==> src/rtl/phase_timer.sv <==
// Multi-phase interval timer: steps through NUM_PHASES phases, each lasting a live-programmable
// number of cycles, with pause, restart and skip overrides. State advances on the falling edge.
module phase_timer #(
    parameter int unsigned WIDTH      = 6,
    parameter int unsigned NUM_PHASES = 4,
    parameter int unsigned PHASE_W    = $clog2(NUM_PHASES)
) (
    input  logic                        clk,
    input  logic                        reset,
    input  logic                        enable,
    input  logic                        restart,
    input  logic                        skip,
    input  logic [NUM_PHASES*WIDTH-1:0] durations,
    output logic [WIDTH-1:0]            cnt,
    output logic [PHASE_W-1:0]          phase,
    output logic [WIDTH-1:0]            remaining,
    output logic                        over_flag,
    output logic                        cycle_done
);

    localparam logic [PHASE_W-1:0] LAST_PHASE = PHASE_W'(NUM_PHASES - 1);

    logic [WIDTH-1:0]   cnt_q, cnt_d;
    logic [PHASE_W-1:0] phase_q, phase_d;
    logic [WIDTH-1:0]   dur;
    logic               at_terminal;

    // Duration of the current phase, sampled live so mid-phase edits take effect at once.
    always_comb begin
        dur = '0;
        for (int i = 0; i < NUM_PHASES; i++) begin
            if (phase_q == PHASE_W'(i)) begin
                dur = durations[i*WIDTH +: WIDTH];
            end
        end
    end

    // >= rather than == so a duration cut below cnt still ends the phase instead of wrapping.
    assign at_terminal = (cnt_q >= dur);
    assign over_flag   = enable & ~restart & (at_terminal | skip);
    assign cycle_done  = over_flag & (phase_q == LAST_PHASE);
    assign remaining   = at_terminal ? '0 : (dur - cnt_q);
    assign cnt         = cnt_q;
    assign phase       = phase_q;

    always_comb begin
        cnt_d   = cnt_q;
        phase_d = phase_q;
        if (restart) begin
            cnt_d   = '0;
            phase_d = '0;
        end else if (!enable) begin
            cnt_d   = cnt_q;
            phase_d = phase_q;
        end else if (over_flag) begin
            cnt_d   = '0;
            phase_d = (phase_q == LAST_PHASE) ? '0 : phase_q + PHASE_W'(1);
        end else begin
            cnt_d   = cnt_q + WIDTH'(1);
        end
    end

    always_ff @(negedge clk or negedge reset) begin
        if (!reset) begin
            cnt_q   <= '0;
            phase_q <= '0;
        end else begin
            cnt_q   <= cnt_d;
            phase_q <= phase_d;
        end
    end

endmodule
==> config.mk <==
export PLATFORM = sky130hd
export DESIGN_NAME = phase_timer
export DESIGN_NICKNAME = d
export VERILOG_FILES = /design/src/rtl/phase_timer.sv
export SDC_FILE = /design/constraint.sdc
export NUM_CORES = 1
export LEC_CHECK = 0
export ABC_CLOCK_PERIOD_IN_PS = 3050
export CAP_MARGIN = 5
export CORE_MARGIN = 2
export CORE_UTILIZATION = 37
export CTS_CLUSTER_SIZE = 24
export DETAILED_ROUTE_END_ITERATION = 6
export GPL_ROUTABILITY_DRIVEN = 0
export HOLD_SLACK_MARGIN = 0.06
export PLACE_DENSITY = 0.73
export SYNTH_ARGS = -nofsm -noshare
export SYNTH_HDL_FRONTEND = slang
export SYNTH_SLANG_ARGS = --single-unit
==> constraint.sdc <==
create_clock -name clk -period 3.05 [get_ports clk]
set_input_delay 0.305 -clock clk [delete_from_list [all_inputs] [get_ports clk]]
set_output_delay 0.305 -clock clk [all_outputs]
set_load 0.02 [all_outputs]
# ---- Word level (Yosys, flattened, before mapping)
# Index checks and enable logic that the tools add are counted.
dict set report word_totals {
  reg_bits 8
  latch_bits 0
  mem_bits_rw 0
  romBits 0
  input_bits 29
  elab_cells 30
  memories 0
}
dict set report classes {
  add_sub_neg 3
  n_mul 0
  div 0
  order_cmp 1
  n_eq_ne 3
  n_shift 0
  n_mux 12
  bitwise_logic 5
  reduce_logical 4
}
# op count
set op_table {}
lappend op_table {{2-to-1 mux 6 bit} 8}
lappend op_table {{2-to-1 mux 2 bit} 4}
lappend op_table {{adder 6 x 1 -> 6 bit, second input constant} 1}
lappend op_table {{greater-or-equal comparator 6 bit} 1}
lappend op_table {{subtractor 6 bit} 1}
lappend op_table {{equality test 2 bit, second input constant} 2}
lappend op_table {{nonzero test 2 bit} 2}
lappend op_table {{bitwise AND 1 bit} 3}
lappend op_table {{adder 2 x 1 -> 2 bit, second input constant} 1}
lappend op_table {{equality test 2 x 1 -> 1 bit, second input constant} 1}
lappend op_table {{zero test 2 bit} 1}
lappend op_table {{AND reduction 2 bit} 1}
lappend op_table {{inverter 1 bit} 1}
lappend op_table {{OR 1 bit} 1}

# ---- Depth between registers and ports, before layout
# Gate-level depths: netlist of run 1.
dict set report logic_depth {
  ltp_word 11
  ltp_mapped 14
}

==> results of run 1 <==
==> kinds of logic after synthesis <==
logic type                 count (synthesis)
AOI/OAI and AO/OA                         40
xor gates and xnor gates                   3
muxes                                      1
and+or+nand+nor                           44
adders and majority gates                 12
buffers and inverters                     16
DFF                                        8
==> flip-flops by register name, summed over array words and instances, names as in the netlist <==
signal / flops
phase: 2
cnt: 6
==> Yosys cell counts (2+ instances only) <==
master | number | area [um^2]
nor3_1 | 8 | 40.0
nor2_1 | 12 | 45.0
nor2b_1 | 3 | 18.8
a22oi_1 | 4 | 30.0
o21ai_0 | 10 | 50.1
nand4_1 | 2 | 12.5
a211oi_1 | 2 | 15.0
inv_1 | 13 | 48.8
a21oi_1 | 12 | 60.1
clkbuf_1 | 3 | 11.3
xnor2_1 | 3 | 26.3
dfrtn_1 | 8 | 200
o21a_1 | 2 | 15.0
nand2_1 | 9 | 33.8
nand3_1 | 2 | 10.0
ha_1 | 11 | 138
==> layer usage <==
layer	wire length [um]	global-route usage	up-vias
li1	-	-	636
met1	1480	0.304	632
met2	2080	0.504	41
met3	125	0.0383	15
met4	144	0.171	0
met5	0	0	-
==> cell type report <==
| cell class | instances | share of cell area |
|---|---|---|
| timing repair buffer | 94 | 0.385 |
| inverter | 13 | 0.0241 |
| clock buffer | 3 | 0.0111 |
| tap | 30 | 0.0186 |
| sequential | 8 | 0.0991 |
| multi-input combinational | 100 | 0.462 |
==> power by group <==
group	leakage, nW	internal [mW]	switching (mW)
sequential	0.110	0.115	0.00538
clock	0.0138	0.0451	0.0368
combinational	0.823	0.656	0.615
total	0.947	0.816	0.657
==> worst max-delay path: stages (launching register included) <==
cell and delay (ns):
dfrtn_1 0.42, buf_4 0.12, ha_4 0.15, nand3b_1 0.15, a21oi_2 0.07, a21oi_1 0.13
nor2_1 0.07, a21oi_2 0.12, ha_2 0.20, fa_2 0.25, nor2b_4 0.06, o31a_4 0.31
o311ai_4 0.27, nand2_2 0.14, nor3b_4 0.19, buf_6 0.14
==> worst min path at each step <==
| stage | from | to | slack, ns |
|---|---|---|---|
| 2_1_floorplan | cnt[3]$_DFFE_NN0P_ | cnt[3]$_DFFE_NN0P_ | 0.65 |
| 3_3_place_gp | cnt[0]$_DFFE_NN0P_ | cnt[0]$_DFFE_NN0P_ | 0.62 |
| 3_5_place_dp | cnt[0]$_DFFE_NN0P_ | cnt[0]$_DFFE_NN0P_ | 0.63 |
| 4_1_cts | cnt[0]$_DFFE_NN0P_ | cnt[0]$_DFFE_NN0P_ | 0.63 |
| 5_1_grt | cnt[0]$_DFFE_NN0P_ | cnt[0]$_DFFE_NN0P_ | 0.67 |
| 6_report | cnt[0]$_DFFE_NN0P_ | cnt[0]$_DFFE_NN0P_ | 0.63 |
==> per-stage QoR <==
step	TNS, ns	cell area, um^2	std cells	total power, mW
3_3_place_gp	-25.68	1850	237	1.15
2_1_floorplan	-17.30	1070	124	0.706
3_5_place_dp	-26.99	1850	237	1.18
6_report	-22.04	2020	248	1.47
4_1_cts	-20.53	1990	248	1.40
5_1_grt	-23.33	2020	248	1.57
==> layout by cell type (no fill, tap or decap), types with 3 or more instances in the layout <==
master / instances
o21ai_2: 6
clkdlybuf4s50_1: 10
buf_6: 10
xnor2_1: 3
inv_1: 12
buf_4: 49
clkdlybuf4s15_1: 7
clkbuf_4: 3
nor2_1: 9
dlygate4sd2_1: 10
a22oi_1: 3
nand2_1: 8
o21ai_0: 3
ha_1: 7
a21oi_1: 4
a21oi_2: 8
buf_2: 6
dfrtn_1: 8
nor3_1: 5
==> what timing repair did <==
item / 4_1_cts / 5_1_grt
resized for setup: 125 / 10
hold buffers: 0 / 0
pin swaps: 20 / 5
cloned: 0 / 0
endpoints found under the setup margin: 24 / 19
setup buffers: 8 / 1
==> results summary, run 1 <==
The most critical setup path has its endpoint at cycle_done. The chip width came out at 54.9 um. After synthesis the cells add up to 957 um^2. The tree built by TritonCTS fans out to 8 sinks. The total CTS buffers is 3.

The power per standard cell area is 729 mW/mm^2. The final-report hold violation count is 0. The worst slew margin relative to its limit is 0.742. The setup slack after placement is -2.01 ns. The global-route wire length before repair came out at 6040 um.

The number of antenna violations at the first check in global routing came out at 0. The XOR/XNOR share of the synthesized area is 0.0275. The worst register-to-register path has a depth of 17. Counting flops with a built-in enable in the synthesized netlist gives 0. The area growth from synthesis to layout is 111%. The total count of max-transition violations in the final report came out at 0.

In the final layout, flip-flops and latches occupy 200 um^2. The mean area per synthesized cell came out at 7.72 um^2. The classification of the worst setup path is flip-flop to output pin. Of the cells placed in the final design, the portion with a size suffix greater than 1 is 0.532. Of the total synthesized cell area, the portion taken by AND, OR, NAND and NOR gates is 0.237. The initial cell density of the core is 0.390. The floorplan die area is 0.00301 mm^2. After detailed routing, the number of remaining DRC violations is 0. The repair_antennas step left the layout with diodes totalling 0.

The min-delay analysis places its worst path in the category flip-flop to flip-flop. The checks that failed: setup timing. The setup-violating endpoint count in the final report is 16. Summed over all layers, the routed wires come to 3830 um. The slew at the pin closest to its max-slew limit is 0.386 ns.

The most used flip-flop cell after synthesis is dfrtn_1. The share of synthesized cell area in full adder, half adder and majority cells is 0.165. In this run the worst setup path begins at phase[0]$_DFFE_NN0P_. The data arrival time of the worst path is 4.59 ns. Max-cap violations in this run came to 0. By area, the combinational part of the netlist is dominated by compound AO/OA/AOI/OAI gates.

The synthesized-area fraction occupied by ao, oa, aoi and oai cells came out at 0.288. The static leakage came out at 0.947 nW. The final worst setup slack came out at -1.85 ns. The first-iteration detailed-routing DRC count is 30.

The endpoint required time on the critical path came out at 2.74 ns. The post-layout net count came out at 261. Synthesis produced 124 cells. The type of element launching the critical path is a flip-flop. The number of core rows came out at 18.

The number of global-route vias before repair is 1377. The estimated wirelength of the detail-placed design came out at 2830 um. The count of port buffers added during placement is 44. The number of different library cells used by synthesis comes to 36. The count of antenna-violating nets left after detailed routing came out at 0. The clock insertion delay at the later pin of the skew report is 0.27 ns.

In the synthesized netlist the async set-or-reset flop fraction comes to 1.00. The sequential-to-total area share from yosys stat came out at 0.209. The I/O pin count came out at 45.

The run finished, with violations left. The Yosys warning count came out at 0. When the netlist entered floorplanning its net count stood at 165. The deepest clock path buffer count is 2. The average wire length per cell after detail routing came out at 15.4 um. The utilization after layout is 0.823. After floorplanning, the core was sized to cover 0.00245 mm^2.

Counting the fill cells in the layout gives 139. The vertical extent of the die came out at 54.9 um. The largest voltage drop on the vdd net is 0.680 mV. Synthesis inferred 8 register bits. The total global routing track utilization came out at 0.280. The clock-pin slew on the worst setup and hold paths is 0.04 ns. Dividing the detail-routed via count by the number of cells gives 5.34. In this run the critical register-to-register path is launched from phase[0]$_DFFE_NN0P_. The worst hold path passes through 2 cells. The overall via count from detail_route is 1324. The TritonCTS clock tree is yes. Summed over all layers, the global routing overflow is 0. The worst clock skew on the final layout came out at 0.00148 ns. The combined area of the multi-input logic cells is 933 um^2. The highest fanout seen on the critical path is 5. CTS built an H-tree with a depth of 1.

The clock tree root driver cell is clkbuf_4. For flop-to-flop paths, the worst setup slack is -0.30 ns. The fraction of synthesized area in multiplexers is 0.0118.

The worst hold slack is 0.630 ns. The largest net degree at the start of global routing is 9. The worst setup path is captured at an output pin. The end of the worst register-to-register path is phase[0]$_DFFE_NN0P_.

Setup repair after global routing could not meet its margin everywhere. The count of TritonRoute iterations in the first routing pass is 4.
Note: power is estimated with default switching activity, not from simulation.
==> run 2: changes to the inputs <==
--- a/config.mk
+++ b/config.mk
@@ -14,6 +14,7 @@
 export GPL_ROUTABILITY_DRIVEN = 0
 export HOLD_SLACK_MARGIN = 0.06
 export PLACE_DENSITY = 0.73
+export SLEW_MARGIN = 40
 export SYNTH_ARGS = -nofsm -noshare
 export SYNTH_HDL_FRONTEND = slang
 export SYNTH_SLANG_ARGS = --single-unit
==> results of run 2 <==
Same layout as run 1: the final DEF is identical, and so are final timing and power.
